$ cat src/rtl/sipo_frame_ctrl_pkg.sv
// Shared constants for the SIPO frame sequencer: state encoding and board defaults.
package sipo_pkg;
  localparam int WIDTH_DEF    = 8;
  localparam int TICK_DIV_DEF = 50000000;
  localparam int CNT_W_DEF    = 26;

  typedef logic [1:0] state_t;

  localparam state_t S_IDLE  = 2'd0;
  localparam state_t S_SHIFT = 2'd1;
  localparam state_t S_LATCH = 2'd2;
endpackage

$ cat src/rtl/sipo_frame_ctrl_if.sv
// Board-pin / SIPO-side bundle of the frame sequencer.
interface sipo_frame_if
  import sipo_pkg::*;
#(
  parameter int WIDTH = WIDTH_DEF
);
  logic             btn;
  logic             start_btn;
  logic             abort_btn;
  logic [WIDTH-1:0] sipo_q;
  logic             shift_en;
  logic             sdo;
  logic [WIDTH-1:0] led;
  logic             busy;
  logic             frame_done;

  modport slave (
    input  btn, start_btn, abort_btn, sipo_q,
    output shift_en, sdo, led, busy, frame_done
  );

  modport master (
    output btn, start_btn, abort_btn, sipo_q,
    input  shift_en, sdo, led, busy, frame_done
  );
endinterface

$ cat src/rtl/sipo_frame_ctrl_sync2.sv
// Two-flop synchronizer with asynchronous active-low clear.
module sync2 (
  input  logic clk,
  input  logic rst_n,
  input  logic d,
  output logic q
);
  logic s1;

  always_ff @(posedge clk or negedge rst_n) begin
    if (!rst_n) begin
      s1 <= 1'b0;
      q  <= 1'b0;
    end else begin
      s1 <= d;
      q  <= s1;
    end
  end
endmodule

$ cat src/rtl/sipo_frame_ctrl.sv
// Frame sequencer: timed shift strobes into the SIPO, WIDTH-bit frame count, LED latch.
module sipo_frame_ctrl
  import sipo_pkg::*;
#(
  parameter int WIDTH    = WIDTH_DEF,
  parameter int TICK_DIV = TICK_DIV_DEF,
  parameter int CNT_W    = CNT_W_DEF
) (
  input  logic         clk,
  input  logic         rst_n,
  sipo_frame_if.slave  io
);
  localparam int                BW        = $clog2(WIDTH + 1);
  localparam logic [CNT_W-1:0]  TICK_LAST = CNT_W'(TICK_DIV - 1);
  localparam logic [BW-1:0]     BIT_LAST  = BW'(WIDTH - 1);

  logic             sync_btn, sync_start, sync_abort, start_d;
  logic             start_edge, tick_last, last_bit;
  state_t           state, state_nx;
  logic [CNT_W-1:0] tick;
  logic [BW-1:0]    bit_cnt;
  logic             shift_en, frame_done, busy;
  logic [WIDTH-1:0] led;

  sync2 u_sync_btn   (.clk(clk), .rst_n(rst_n), .d(io.btn),       .q(sync_btn));
  sync2 u_sync_start (.clk(clk), .rst_n(rst_n), .d(io.start_btn), .q(sync_start));
  sync2 u_sync_abort (.clk(clk), .rst_n(rst_n), .d(io.abort_btn), .q(sync_abort));

  always_ff @(posedge clk or negedge rst_n) begin
    if (!rst_n) start_d <= 1'b0;
    else        start_d <= sync_start;
  end

  assign start_edge = sync_start & ~start_d;
  assign tick_last  = (tick == TICK_LAST);
  assign last_bit   = (bit_cnt == BIT_LAST);

  always_ff @(posedge clk or negedge rst_n) begin
    if (!rst_n) state <= S_IDLE;
    else        state <= state_nx;
  end

  // LATCH only ever returns to IDLE, so a start edge coinciding with it is dropped.
  always_comb begin
    state_nx = state;
    case (state)
      S_IDLE:  if (start_edge && !sync_abort) state_nx = S_SHIFT;
      S_SHIFT: begin
        if (sync_abort)                 state_nx = S_IDLE;
        else if (tick_last && last_bit) state_nx = S_LATCH;
      end
      S_LATCH: state_nx = S_IDLE;
      default: state_nx = S_IDLE;
    endcase
  end

  always_comb begin
    busy       = 1'b0;
    shift_en   = 1'b0;
    frame_done = 1'b0;
    case (state)
      S_SHIFT: begin
        busy     = 1'b1;
        shift_en = tick_last & ~sync_abort;
      end
      S_LATCH: begin
        busy       = 1'b1;
        frame_done = ~sync_abort;
      end
      default: ;
    endcase
  end

  // Counters park at zero outside SHIFT, so entry into SHIFT always starts clean.
  always_ff @(posedge clk or negedge rst_n) begin
    if (!rst_n) begin
      tick    <= '0;
      bit_cnt <= '0;
    end else if (state == S_SHIFT && !sync_abort) begin
      tick <= tick_last ? '0 : tick + CNT_W'(1);
      if (shift_en) bit_cnt <= bit_cnt + BW'(1);
    end else begin
      tick    <= '0;
      bit_cnt <= '0;
    end
  end

  always_ff @(posedge clk or negedge rst_n) begin
    if (!rst_n)          led <= '0;
    else if (frame_done) led <= io.sipo_q;
  end

  assign io.shift_en   = shift_en;
  assign io.sdo        = sync_btn;
  assign io.led        = led;
  assign io.busy       = busy;
  assign io.frame_done = frame_done;
endmodule

$ cat src/flat_wrapper.sv
// flat-port wrapper written by rule: the top's interface ports become plain ports
module sipo_frame_ctrl_flat import sipo_pkg::*;
#(
  parameter int WIDTH    = WIDTH_DEF,
  parameter int TICK_DIV = TICK_DIV_DEF,
  parameter int CNT_W    = CNT_W_DEF
)
  (clk, rst_n, io_btn, io_start_btn, io_abort_btn, io_sipo_q, io_shift_en, io_sdo, io_led, io_busy, io_frame_done);
  sipo_frame_if #(.WIDTH(WIDTH)) io_i ();
  input  logic clk;
  input  logic rst_n;
  input wire logic [$bits(io_i.btn)-1:0] io_btn;
  input wire logic [$bits(io_i.start_btn)-1:0] io_start_btn;
  input wire logic [$bits(io_i.abort_btn)-1:0] io_abort_btn;
  input wire logic [$bits(io_i.sipo_q)-1:0] io_sipo_q;
  output wire logic [$bits(io_i.shift_en)-1:0] io_shift_en;
  output wire logic [$bits(io_i.sdo)-1:0] io_sdo;
  output wire logic [$bits(io_i.led)-1:0] io_led;
  output wire logic [$bits(io_i.busy)-1:0] io_busy;
  output wire logic [$bits(io_i.frame_done)-1:0] io_frame_done;
  assign io_i.btn = io_btn;
  assign io_i.start_btn = io_start_btn;
  assign io_i.abort_btn = io_abort_btn;
  assign io_i.sipo_q = io_sipo_q;
  assign io_shift_en = io_i.shift_en;
  assign io_sdo = io_i.sdo;
  assign io_led = io_i.led;
  assign io_busy = io_i.busy;
  assign io_frame_done = io_i.frame_done;
  sipo_frame_ctrl #(.WIDTH(WIDTH), .TICK_DIV(TICK_DIV), .CNT_W(CNT_W)) u_core (.clk(clk), .rst_n(rst_n), .io(io_i));
endmodule
$ cat config.mk
export PLATFORM = sky130hd
export DESIGN_NAME = sipo_frame_ctrl_flat
export DESIGN_NICKNAME = d
export VERILOG_FILES = /design/src/rtl/sipo_frame_ctrl_pkg.sv /design/src/rtl/sipo_frame_ctrl_if.sv /design/src/rtl/sipo_frame_ctrl_sync2.sv /design/src/rtl/sipo_frame_ctrl.sv /design/src/flat_wrapper.sv
export SDC_FILE = /design/constraint.sdc
export NUM_CORES = 1
export LEC_CHECK = 0
export ABC_AREA = 1
export CAP_MARGIN = 20
export CORE_AREA = 2 2 67 94
export DETAILED_ROUTE_END_ITERATION = 8
export DIE_AREA = 0 0 69 96
export DONT_BUFFER_PORTS = 1
export HOLD_SLACK_MARGIN = 0.06
export PLACE_DENSITY = 0.64
export SLEW_MARGIN = 20
export SYNTH_ARGS = -nofsm -noshare
export SYNTH_HDL_FRONTEND = slang
export SYNTH_HIERARCHICAL = 1
export SYNTH_SLANG_ARGS = --single-unit
$ cat constraint.sdc
create_clock -name clk -period 3.2 [get_ports clk]
set_clock_uncertainty 0.05 [all_clocks]
set_input_delay 0.64 -clock clk [delete_from_list [all_inputs] [get_ports clk]]
set_output_delay 0.64 -clock clk [all_outputs]
set_load 0.01 [all_outputs]
Word level (Yosys, flattened, before mapping)
Cells that the tools add are included.
{ "word_totals": {"word_cells": 42, "register_bits": 47, "input_bits": 13, "out_inout_bits": 12} }
{ "classes": {"muxes": 11, "bitwise": 4, "n_addsub": 2, "n_reduce_logical": 7, "n_eq_ne": 7} }
{ "ops": {"columns": ["operator", "count"], "rows": [
  ["26-bit two-way mux", 2],
  ["26-bit by 1-bit adder with 26-bit output, second input constant", 1],
  ["26-bit equality test, second input constant", 1],
  ["4-bit two-way mux", 2],
  ["2-bit two-way mux", 3],
  ["4-bit by 1-bit adder with 4-bit output, second input constant", 1],
  ["4-bit by 3-bit equality test with 1-bit output, second input constant", 1],
  ["2-bit one-hot mux with 2 select lines", 1],
  ["1-bit logical AND", 3],
  ["1-bit two-way mux", 3],
  ["3-bit by 2-bit inequality test with 1-bit output, second input constant", 1],
  ["1-bit AND", 2],
  ["2-bit by 1-bit equality test with 1-bit output, second input constant", 1],
  ["2-bit equality test, second input constant", 1],
  ["2-bit zero test", 1],
  ["2-bit by 1-bit inequality test with 1-bit output, second input constant", 1],
  ["2-bit inequality test, second input constant", 1],
  ["1-bit NOT", 2],
  ["2-bit AND reduction", 1],
  ["2-bit OR reduction", 1],
  ["1-bit zero test", 1]
]} }

Longest topological paths before layout
{ "logic_depth": {"word_depth": 5, "depth_mapped": 10, "ltp_nobuf": 10} }

Hierarchy
Netlist, hierarchy kept.
{ "by_module_without_submodules": {"columns": ["module", "n_inst", "seq_area_each_um2", "area_each_um2", "cells_per_inst"], "rows": [
  ["sipo_frame_ctrl", 1, 1026.0, 2419.8, 332],
  ["sync2", 3, 50.0, 50.0, 2]
]} }

Worst setup path before layout
Ideal clock, no wire load.
{ "synth_timing": {"path_type": "reg-to-output", "start": "register u_core.tick[0]", "end": "output port io_shift_en", "slack_ns": 1.296, "required_time_ns": 2.510, "n_path_buf": 0, "stages_incl_launch_ff": 6, "arrival_ns": 1.214, "path_cell_list": "dfrtp_1 ha_1 nand3_2 nor2_4 nand2_2 nor2_4"} }
{ "synth_between": {"elab_chain_cells": 3} }
{ "synth_lines": {"columns": ["element", "line", "rtl"], "rows": [
  ["start: declaration", "sipo_frame_ctrl.sv:20", "logic [CNT_W-1:0] tick;"],
  ["start signal: assignment", "sipo_frame_ctrl.sv:80", "tick <= tick_last ? '0 : tick + CNT_W'(1);"],
  ["26-bit equality test", "sipo_frame_ctrl.sv:35", "assign tick_last = (tick == TICK_LAST);"],
  ["1-bit AND", "sipo_frame_ctrl.sv:64", "shift_en = tick_last & ~sync_abort;"],
  ["1-bit two-way mux", "sipo_frame_ctrl.sv:61", "case (state)"],
  ["end: declaration", "flat_wrapper.sv:16", "output wire logic [$bits(io_i.shift_en)-1:0] io_shift_en;"]
]} }
No other way between the ends.

Final worst setup path
Same ends and word-level chain as after synthesis.

==> Flow_metrics.wiki <==
{| class="wikitable"
! Metric !! Value
|-
| Most common library cell in the layout ignoring fill and taps || nand2_1
|-
| Final max-slew violation count || 0
|-
| Antenna violations before repair || 0
|-
| Total Routing Usage GR || 0.1795
|-
| Number of placement rows || 33
|-
| Estimated wirelength of the detail-placed design || 4217 um
|-
| Kind of path behind the tightest hold check || primary input to async pin
|-
| Final Hold Violating Endpoints || 0
|-
| First-iteration detailed-routing DRC count || 138
|-
| Internal Pwr Total || 0.001003 W
|-
| Run status || complete, no violations
|-
| Number of buffers and inverters on the critical path || 0
|-
| Fraction of layout instances using a drive strength above 1 || 0.1272
|-
| Data required time at the worst endpoint || 2.51 ns
|-
| Minimum clock period || 2.373 ns
|-
| Total clock buffers created by CTS || 5
|-
| Grt ovf || 0
|-
| Synthesized area divided by synthesized cell count || 7.603 sq um
|-
| Max-Slew Margin vs Limit || 0.7196
|-
| Post-route core utilization || 0.4848
|-
| Max capacitance violation total || 0
|-
| Number of buffers inserted by hold repair at cts || 1
|-
| Die height || 96 um
|-
| Critical-path top delay cell || dfrtp_1
|-
| Setup bufs post-CTS || 0
|-
| Total standard cell area after synthesis || 2570 sq um
|-
| Sequential fraction of design power || 0.507
|-
| CTS root buffer || clkbuf_8
|-
| Number of global-route vias before repair || 2088
|-
| First-pass GRT wire length || 9211 um
|-
| Post-synth cell types || 26
|-
| Net total in the final layout || 363
|-
| Gate family responsible for the most delay along the worst path || simple AND/OR/NAND/NOR gates
|-
| Final hold slack || 0.1118 ns
|-
| DRC violations left || 0
|-
| Number of fillers in the final layout || 571
|-
| Number of nets still failing antenna checks after routing || 0
|-
| Starting Density || 0.4446
|-
| Worst-path fanout max || 5
|-
| Clock tree buffer depth || 2
|-
| Weighted congestion reported at the end of routability-driven placement || 0.9154
|-
| Total of warnings raised by yosys || 6
|-
| Total of flip-flops plus latches after synthesis || 47
|-
| Category of the worst setup path capture point || output port
|-
| Number of instances in the synthesized netlist || 338
|-
| Port bufs || 0
|-
| Final setup margin || 0.8271 ns
|-
| Post-synthesis cell type with the largest combined area || dfrtp_1
|-
| Clock-pin slew of the registers on the worst-case setup and hold paths || 0.09 ns
|-
| Final-report setup violation count || 0
|-
| Pre-CTS setup slack || 1.151 ns
|-
| Fmax || 421.4 MHz
|-
| Combinational cell fraction of total power || 0.170
|-
| Post-CTS sizing || 0
|-
| Horiz. Die Dim || 69 um
|-
| Worst-case register-to-register setup slack || 1.43 ns
|-
| Routed vias || 2078
|-
| Area share of the largest cell type after synthesis || 0.4576
|-
| Wire length reported by the detailed router || 5542 um
|-
| Clock insertion delay at the later pin of the skew report || 0.31 ns
|-
| Post-route clock period utilization || 0.7415
|-
| Router iterations before antenna repair || 4
|-
| Number of antenna cells inserted || 0
|-
| Setup repair after global routing missed its margin || false
|-
| Critical path start-end classification || register to output port
|-
| Placed standard-cell area || 2654 sq um
|-
| Power Dens Cells || 521.6 nW/um^2
|-
| CTS tree || yes
|-
| Biggest area contributors in the synthesized netlist || dfrtp_1 (46%), nand2_1 (16%), nor2_1 (10%), nand3_1 (4.1%), inv_1 (3.5%)
|-
| Peak VDD IR || 0.0004090 V
|-
| Via density per instance || 4.995
|-
| Area of combinational cells with multiple inputs || 1285 sq um
|-
| Average detailed-routed wire length per instance || 13.32 um
|-
| Portion of the post-synthesis area used by sequential elements || 0.4576
|-
| Sum of negative setup slack || 0 ns
|-
| Most frequent cells in the layout || nand2_1 (110), nor2_1 (70), dfrtp_1 (47)
|-
| Leakage power of the design || 1.191 nW
|-
| Highest cell delay on the worst timing path || 0.41 ns
|-
| Post-Syn Nets || 356
|-
| Maximum level of the CTS H-tree || 2
|-
| List of cells traversed by the critical path || ha_1 -> nand3_2 -> nor2_4 -> nand2_2 -> nor2_4
|-
| Num Clock Sinks || 47
|-
| Final Cell Area || 2803 sq um
|-
| Psw || 0.0004585 W
|-
| Switching Fraction || 0.3136
|-
| Area inside the core boundary || 5781 sq um
|-
| Largest net degree at the start of global routing || 48
|-
| Slew @ Worst Pin || 0.4191 ns
|-
| Critical Path Start Type || register
|-
| Most frequent cell on the critical path || nor2_4
|-
| Part of the power in the clock network || 0.322
|-
| CP arrival || 1.68 ns
|-
| Register Area || 1176 sq um
|-
| Area of the die || 6624 sq um
|-
| Area overhead of the layout relative to synthesis || 9.056%
|-
| Number of top-level pins || 25
|}
==> worst register-to-register path, stage by stage, from the launching register on <==
cell     delay [ns]
dfrtp_1        0.39
inv_1          0.07
ha_1           0.19
nand2_2        0.33
inv_1          0.20
o21ai_1        0.12
nand2_1        0.06
inv_1          0.10
nand2_2        0.06
nand2_1        0.05
nand2_1        0.05
==> final cells by class <==
type                            count  area share
Clock inverter                      2     0.01384
Sequential cell                    47      0.4196
Tap cell                           70     0.03125
Inverter                           28     0.03750
Multi-Input combinational cell    262      0.4585
Clock buffer                        6     0.02946
Timing Repair Buffer                1    0.009821
==> flip-flops by register name, indices dropped and copies added, names as in the netlist <==
| signal | count |
|---|---|
| u_core/bit_cnt | 4 |
| u_core/io.led | 8 |
| u_core/start_d | 1 |
| u_core/state | 2 |
| u_core/tick | 26 |
| u_core/u_sync_abort/q | 1 |
| u_core/u_sync_abort/s1 | 1 |
| u_core/u_sync_btn/q | 1 |
| u_core/u_sync_btn/s1 | 1 |
| u_core/u_sync_start/q | 1 |
| u_core/u_sync_start/s1 | 1 |
==> synth_stat cells, drive strengths merged <==
master,instances
clkbuf,1
a211oi,1
o21bai,2
nor3,6
nor2,82
nand2,123
nor3b,1
dfrtp,47
inv,27
o21ai,4
ha,5
a21oi,1
xor2,5
nand3,24
clkinv,1
or2,1
nand4,5
xnor2,2
==> routing by layer <==
metal	GRT usage	part of all wire
met4	0.09150	0.022
met3	0.03141	0.034
met5	0	0
met2	0.3494	0.53
met1	0.1836	0.41
==> worst paths after layout <==
check                           cells past startpoint                   start               endpoint
worst max-delay path                                5          u_core/tick[0]            io_shift_en
worst min-delay path                                1                   rst_n        u_core/tick[21]
worst max register to register                     10         u_core/state[1]        u_core/state[0]
worst min register to register                      0  u_core/u_sync_abort/s1  u_core/u_sync_abort/q
max in group asynchronous                           1                   rst_n        u_core/tick[11]
min in group clk                                    0  u_core/u_sync_abort/s1  u_core/u_sync_abort/q
==> power groups by stage <==
stage | Sequential, W | Combinational [W] | Clock (W)
2_1_floorplan | 0.000740 | 0.000194 | 0
3_3_place_gp | 0.000754 | 0.000235 | 0
3_5_place_dp | 0.000751 | 0.000243 | 0
4_1_cts | 0.000743 | 0.000257 | 0.000483
5_1_grt | 0.000752 | 0.000291 | 0.000512
6_report | 0.000742 | 0.000249 | 0.000471
==> cells by family (layout without fill, tap and decap cells) <==
group / after synthesis / count (layout) / share of synthesized area
and+or+nand+nor: 242 / 242 / 0.4289
DFF: 47 / 47 / 0.4576
buffers and inverters: 29 / 37 / 0.04235
AOI/OAI and AO/OA: 8 / 8 / 0.02288
xor gates and xnor gates: 7 / 7 / 0.02386
adders and majority gates: 5 / 5 / 0.02434
==> through the flow <==
stage / instances / total power [W]
floorplan: 338 / 0.0009340
global placement: 407 / 0.0009887
detailed placement: 407 / 0.0009947
CTS: 416 / 0.001483
global route: 416 / 0.001555
finish: 416 / 0.001462
(Power assumes the default switching activity.)
